==> config.mk <==
export PLATFORM = sky130hd
export DESIGN_NAME = do_funct_sel_dt_flat
export DESIGN_NICKNAME = d
export VERILOG_FILES = /design/src/rtl/do_funct_pkg.sv /design/src/rtl/do_funct_sel_dt_if.sv /design/src/rtl/do_chan_dt.sv /design/src/rtl/do_funct_sel_dt.sv /design/src/flat_wrapper.sv
export SDC_FILE = /design/constraint.sdc
export NUM_CORES = 1
export LEC_CHECK = 0
export CORE_MARGIN = 2
export CORE_UTILIZATION = 56
export DETAILED_ROUTE_END_ITERATION = 8
export MAX_ROUTING_LAYER = met4
export PLACE_DENSITY = 0.78
export RECOVER_POWER = 25
export SLEW_MARGIN = 30
export SYNTH_ARGS = -nofsm -noshare
export SYNTH_HDL_FRONTEND = slang
export SYNTH_SLANG_ARGS = --single-unit
==> constraint.sdc <==
create_clock -name xclk -period 2.65 [get_ports xclk]
set_input_delay 0.265 -clock xclk [delete_from_list [all_inputs] [get_ports xclk]]
set_output_delay 0.265 -clock xclk [all_outputs]
set_load 0.02 [all_outputs]
==> src/rtl/do_funct_pkg.sv <==
// do_funct_pkg: shared function/mode codes, channel state encoding and target rule
package do_funct_pkg;
  localparam logic [3:0] DO_FUNCT_LEVEL  = 4'd0;
  localparam logic [3:0] DO_FUNCT_HALL_A = 4'd1;
  localparam logic [3:0] DO_FUNCT_HALL_B = 4'd2;
  localparam logic [3:0] DO_FUNCT_HALL_C = 4'd3;
  localparam logic [3:0] DO_FUNCT_ENC_A1 = 4'd4;
  localparam logic [3:0] DO_FUNCT_ENC_B1 = 4'd5;
  localparam logic [3:0] DO_FUNCT_ENC_I1 = 4'd6;
  localparam logic [3:0] DO_FUNCT_ENC_A2 = 4'd7;
  localparam logic [3:0] DO_FUNCT_ENC_B2 = 4'd8;
  localparam logic [3:0] DO_FUNCT_ENC_I2 = 4'd9;
  localparam logic [3:0] DO_FUNCT_PWM    = 4'd10;
  typedef enum logic [1:0] {MODE_PP, MODE_OC, MODE_OE, MODE_DIS} mode_t;
  typedef enum logic [1:0] {ST_OFF, ST_HIGH, ST_LOW, ST_DEAD} state_t;
  function automatic state_t target_of(input logic l, input mode_t m);
    return m == MODE_PP ? (l ? ST_HIGH : ST_LOW) :
           m == MODE_OC ? (l ? ST_OFF : ST_LOW) :
           m == MODE_OE ? (l ? ST_HIGH : ST_OFF) : ST_OFF;
  endfunction
endpackage

==> src/rtl/do_funct_sel_dt_if.sv <==
// do_funct_sel_dt_if: configuration inputs and pin-driver outputs of the DO selector
interface do_funct_sel_dt_if #(
  parameter int NCH = 8,
  parameter int NFUNCT = 10,
  parameter int FUNCT_W = 4,
  parameter int DT_W = 8
);
  logic [NCH*FUNCT_W-1:0] which_function;
  logic [NCH*2-1:0] which_mode;
  logic [NCH-1:0] level;
  logic [NFUNCT-1:0] function_signals_in;
  logic [DT_W-1:0] dead_time;
  logic [NCH-1:0] out_top;
  logic [NCH-1:0] out_bot;
  logic [NCH-1:0] dead_active;
  modport master (
    output which_function, which_mode, level, function_signals_in, dead_time,
    input out_top, out_bot, dead_active
  );
  modport slave (
    input which_function, which_mode, level, function_signals_in, dead_time,
    output out_top, out_bot, dead_active
  );
endinterface

==> src/rtl/do_chan_dt.sv <==
// do_chan_dt: one DO channel with source select, target register and dead-time FSM
module do_chan_dt
  import do_funct_pkg::*;
#(
  parameter int NFUNCT = 10,
  parameter int FUNCT_W = 4,
  parameter int DT_W = 8
) (
  input  logic xclk,
  input  logic reset,
  input  logic [FUNCT_W-1:0] funct,
  input  logic [1:0] mode,
  input  logic level,
  input  logic [NFUNCT-1:0] fsig,
  input  logic [DT_W-1:0] dead_time,
  output logic out_top,
  output logic out_bot,
  output logic dead_active
);
  localparam int SW = 2**FUNCT_W;
  logic [SW-1:0] src;
  logic sel;
  state_t tgt_d, tgt_q, st_d, st_q;
  logic [DT_W-1:0] cnt_d, cnt_q;
  logic top_d, bot_d, dead_d;
  assign src = SW'({fsig, level});
  assign sel = src[funct];
  // next target from the selected source, and FSM step toward the registered target
  always_comb begin
    tgt_d = target_of(sel, mode_t'(mode));
    st_d = st_q;
    cnt_d = cnt_q;
    if (st_q == ST_DEAD) begin
      cnt_d = cnt_q - 1'b1;
      if (cnt_q == DT_W'(1)) st_d = tgt_q;
    end else if (tgt_q != st_q) begin
      if (st_q == ST_OFF || dead_time == '0) st_d = tgt_q;
      else begin
        st_d = ST_DEAD;
        cnt_d = dead_time;
      end
    end
    top_d = st_d == ST_HIGH;
    bot_d = st_d != ST_LOW;
    dead_d = st_d == ST_DEAD;
  end
  // target, state, counter and pin drives all registered; reset forces OFF
  always_ff @(posedge xclk) begin
    if (reset) begin
      tgt_q <= ST_OFF;
      st_q <= ST_OFF;
      cnt_q <= '0;
      out_top <= 1'b0;
      out_bot <= 1'b1;
      dead_active <= 1'b0;
    end else begin
      tgt_q <= tgt_d;
      st_q <= st_d;
      cnt_q <= cnt_d;
      out_top <= top_d;
      out_bot <= bot_d;
      dead_active <= dead_d;
    end
  end
endmodule

==> src/rtl/do_funct_sel_dt.sv <==
// do_funct_sel_dt: N independent DO channels sharing function signals and dead-time
module do_funct_sel_dt
  import do_funct_pkg::*;
#(
  parameter int NCH = 8,
  parameter int NFUNCT = 10,
  parameter int FUNCT_W = 4,
  parameter int DT_W = 8
) (
  input logic xclk,
  input logic reset,
  do_funct_sel_dt_if.slave bus
);
  for (genvar i = 0; i < NCH; i++) begin : g_ch
    do_chan_dt #(.NFUNCT(NFUNCT), .FUNCT_W(FUNCT_W), .DT_W(DT_W)) u_ch (
      .xclk(xclk),
      .reset(reset),
      .funct(bus.which_function[i*FUNCT_W +: FUNCT_W]),
      .mode(bus.which_mode[2*i +: 2]),
      .level(bus.level[i]),
      .fsig(bus.function_signals_in),
      .dead_time(bus.dead_time),
      .out_top(bus.out_top[i]),
      .out_bot(bus.out_bot[i]),
      .dead_active(bus.dead_active[i])
    );
  end
endmodule

==> src/flat_wrapper.sv <==
// flat-port wrapper written by rule: the top's interface ports become plain ports
module do_funct_sel_dt_flat import do_funct_pkg::*;
#(
  parameter int NCH = 8,
  parameter int NFUNCT = 10,
  parameter int FUNCT_W = 4,
  parameter int DT_W = 8
)
  (xclk, reset, bus_which_function, bus_which_mode, bus_level, bus_function_signals_in, bus_dead_time, bus_out_top, bus_out_bot, bus_dead_active);
  do_funct_sel_dt_if #(.NCH(NCH), .NFUNCT(NFUNCT), .FUNCT_W(FUNCT_W), .DT_W(DT_W)) bus_i ();
  input logic xclk;
  input logic reset;
  input wire logic [$bits(bus_i.which_function)-1:0] bus_which_function;
  input wire logic [$bits(bus_i.which_mode)-1:0] bus_which_mode;
  input wire logic [$bits(bus_i.level)-1:0] bus_level;
  input wire logic [$bits(bus_i.function_signals_in)-1:0] bus_function_signals_in;
  input wire logic [$bits(bus_i.dead_time)-1:0] bus_dead_time;
  output wire logic [$bits(bus_i.out_top)-1:0] bus_out_top;
  output wire logic [$bits(bus_i.out_bot)-1:0] bus_out_bot;
  output wire logic [$bits(bus_i.dead_active)-1:0] bus_dead_active;
  assign bus_i.which_function = bus_which_function;
  assign bus_i.which_mode = bus_which_mode;
  assign bus_i.level = bus_level;
  assign bus_i.function_signals_in = bus_function_signals_in;
  assign bus_i.dead_time = bus_dead_time;
  assign bus_out_top = bus_i.out_top;
  assign bus_out_bot = bus_i.out_bot;
  assign bus_dead_active = bus_i.dead_active;
  do_funct_sel_dt #(.NCH(NCH), .NFUNCT(NFUNCT), .FUNCT_W(FUNCT_W), .DT_W(DT_W)) u_core (.xclk(xclk), .reset(reset), .bus(bus_i));
endmodule
==> results.yml <==
outcome:
  outcome: "finished, final reports clean"
sta:
  maxSlewViolCount: 0
  fin_skew_ns: 0.00624
  finalHoldViolCount: 0
  setup_viol: 0
  slew_headroom_pct: 29.3
  totalNegativeSetupSlack_ns: 0
  post_route_clock_period_utilization_pct: 83.0
  finalCriticalPeriod_ns: 2.20
  max_freq_mhz: 454
  timing_worst_slew_pin_value_ns: 1.06
  rsz0062_at_grt: "no"
clocking:
  post_cts_buffers: 0
  num_cts_buffers: 17
  post_cts_resize_count: 0
  insertion_delay_ns: 0.43
  clkTransAtPathRegs_ns: 0.06
  post_cts_hold_buffer_count: 0
  cts-root-buf: "clkbuf_16"
  cts_max_path_buffers: 2
  cts.htree.levels: 4
  sinks_on_the_clock_net: 120
  tritoncts: "built"
floorplan:
  design.die.area_um2: 14100
  initial_core_util_pct: 57.8
  die_w_um: 119
  floorplan.core_area_um2: 12800
  die_h_um: 119
  boundaryPins: 100
  core.rowCount: 41
setup_path:
  timing.critical_path.from: "bus_dead_time[5]"
  critPathCapture: "u_core.g_ch[6].u_ch.cnt_q[4]"
  reg2regPathDepth: 6
  cp-start-kind: "input port"
  crit_fanout: 19
  r2r_path_start: "u_core.g_ch[0].u_ch.cnt_q[1]"
  timing.critical_path.required_ns: 2.93
  worst_setup_path_end_kind: "register"
  reg2reg_to: "u_core.g_ch[0].u_ch.out_bot"
  worstSetupPathType: "in -> reg"
  critical_path_data_arrival_time_ns: 2.49
  setup.reg_to_reg.worst_slack_ns: 0.47
routing:
  drt_first_iter_violations: 700
  mean_number_of_vias_per_cell: 6.59
  final_ant_viol_nets: 0
  routed-via-count: 7326
  drt_drc_violations_left: 0
  drtPass1Iterations: 5
  finalWirelength_um: 20500
  avgRoutedWirePerCell_um: 18.5
synthesis:
  postSynth.topFlopCell: "dfxtp_1"
  number_of_enable_flip_flop_cells_after_synthesis: 0
  synth.lib_cells_used.distinct: 73
  post_synthesis_net_count: 953
  synth_async_sr_flop_share_pct: 0
  seq_area_frac_synth_pct: 32.5
  yosys-top-cells-area: "dfxtp_1 33%, mux4_2 4.9%, a21oi_1 4.7%, a31oi_1 2.7%, ha_1 2.7%"
  synth_area_per_cell_um2: 8.58
  post-synth-top-area-fraction_pct: 32.5
  yosys.area.top_type: "dfxtp_1"
  syn-instance-count: 861
  yosysWarningCount: 0
  synth.ff_latch_count: 120
  synthesis.area_um2: 7390
grt:
  grt_util_all_layers_pct: 30.2
  global_route_wire_length_before_repair_um: 33500
  grt-ovfl-total: 0
  number_of_antenna_violations_at_the_first_check_in_global_routing: 0
  via_count_of_the_first_global_routing_pass: 6937
  grt_start_max_net_pins: 56
final_layout:
  final_layout_size_suffix_gt1_share_pct: 11.0
  antenna_cells_inserted: 0
  area_growth_pct: 21.2
  fillers: 1012
  area_of_the_multi_input_gates_um2: 4460
  nNetsFinal: 1018
  fin_util_pct: 70.1
  layout.area.seq_um2: 2400
hold_path:
  hold-path-cell-count: 2
  tightest_hold_check_type: "in -> reg"
pwr:
  total_leakage_power_nw: 3.23
  power.density_nw_per_um2: 779
  vdd_ir_drop_max_mv: 0.562
place:
  io_buffers: 99
  dpl.hpwl_um: 14100
  globalplace.congestion: 0.951
flow_run:
  drv.max_cap_violation_count: 0
[power by group]
group	internal (W)	leakage (nW)	switching (W)
Clock	0.00154	0.293	0.000894
Sequential	0.00212	0.985	0.000345
Combinational	0.000954	1.95	0.00113
[layout by cell type (no fill, tap or decap), drive strengths merged, types with 20 or more instances in the layout]
| cell | n |
|---|---|
| nand2b | 25 |
| clkbuf | 22 |
| nand2 | 42 |
| nor3 | 30 |
| o211ai | 24 |
| clkdlybuf4s50 | 75 |
| nor2b | 20 |
| nor2 | 51 |
| a31oi | 32 |
| dfxtp | 120 |
| nand3 | 26 |
| inv | 35 |
| a21oi | 69 |
| dlygate4sd3 | 23 |
[sequential cells by signal (all words and copies together), names as in the netlist]
register,flops
u_core.g_ch.u_ch.out_bot,8
u_core.g_ch.u_ch.dead_active,8
u_core.g_ch.u_ch.cnt_q,64
u_core.g_ch.u_ch.tgt_q,16
u_core.g_ch.u_ch.out_top,8
u_core.g_ch.u_ch.st_q,16
[logic make-up after synthesis]
family | count (synthesis) | share of synthesized area (%)
AO/OA/AOI/OAI | 286 | 27.5
XOR/XNOR | 8 | 0.949
adder cells (fa/ha/maj) | 16 | 2.71
buffers and inverters | 105 | 7.06
flip-flops | 120 | 32.5
multiplexers | 25 | 6.10
AND/OR/NAND/NOR | 301 | 23.2
[worst max-delay path, cell delays in order]
cell	delay [ns]
clkdlybuf4s50_1	0.45
buf_4	0.21
nor4_1	0.44
nand2_2	0.10
clkbuf_1	0.46
a32oi_1	0.43
a21oi_1	0.12
[metal layers]
metal / GRT usage, % / vias up / wire (um)
met5: - / - / 0
met4: 12.2 / 0 / 566
met3: 7.66 / 49 / 1460
met2: 47.8 / 319 / 9810
met1: 36.8 / 3520 / 8670
li1: - / 3438 / -
[cell usage after synthesis (all sizes together) (20+ instances only)]
master / instances
nand2b: 25
inv: 32
a21oi: 69
nor2: 51
nand3: 26
buf: 42
clkbuf: 31
dfxtp: 120
nor2b: 20
nor3: 30
a31oi: 32
nand2: 42
o211ai: 24
[metrics by stage]
stage                     area, um2  setup slack [ns]  hold slack (ns)  std cells  total power (W)
final                          8950             0.449            0.110       1111          0.00698
after detailed placement       8350             0.349            0.471       1079          0.00454
after floorplan                7390             0.669            0.341        861          0.00397
after global routing           8950             0.359            0.106       1111          0.00734
after CTS                      8970             0.480           0.0947       1111          0.00698
after global placement         8350             0.373            0.460       1079          0.00445
[final cells by class]
class	count	share of cell area, %
inverters	32	1.34
flip-flops and latches	120	26.8
multi-input cells	636	49.9
clock buffers	19	5.06
repair buffers	119	12.6
clock inverters	13	1.89
well taps	172	2.40
[how the worst min path moves through the flow]
stage                                       startpoint                           end  slack, ns
after detailed placement  u_core.g_ch[0].u_ch.cnt_q[5]  u_core.g_ch[0].u_ch.cnt_q[5]       0.47
final                                            reset   u_core.g_ch[6].u_ch.st_q[1]       0.11
after global routing                             reset   u_core.g_ch[3].u_ch.st_q[1]       0.11
after CTS                                        reset   u_core.g_ch[6].u_ch.st_q[1]       0.09
after global placement    u_core.g_ch[0].u_ch.cnt_q[5]  u_core.g_ch[0].u_ch.cnt_q[5]       0.46
after floorplan                      bus_which_mode[0]  u_core.g_ch[0].u_ch.tgt_q[0]       0.34
(Power assumes the default switching activity.)
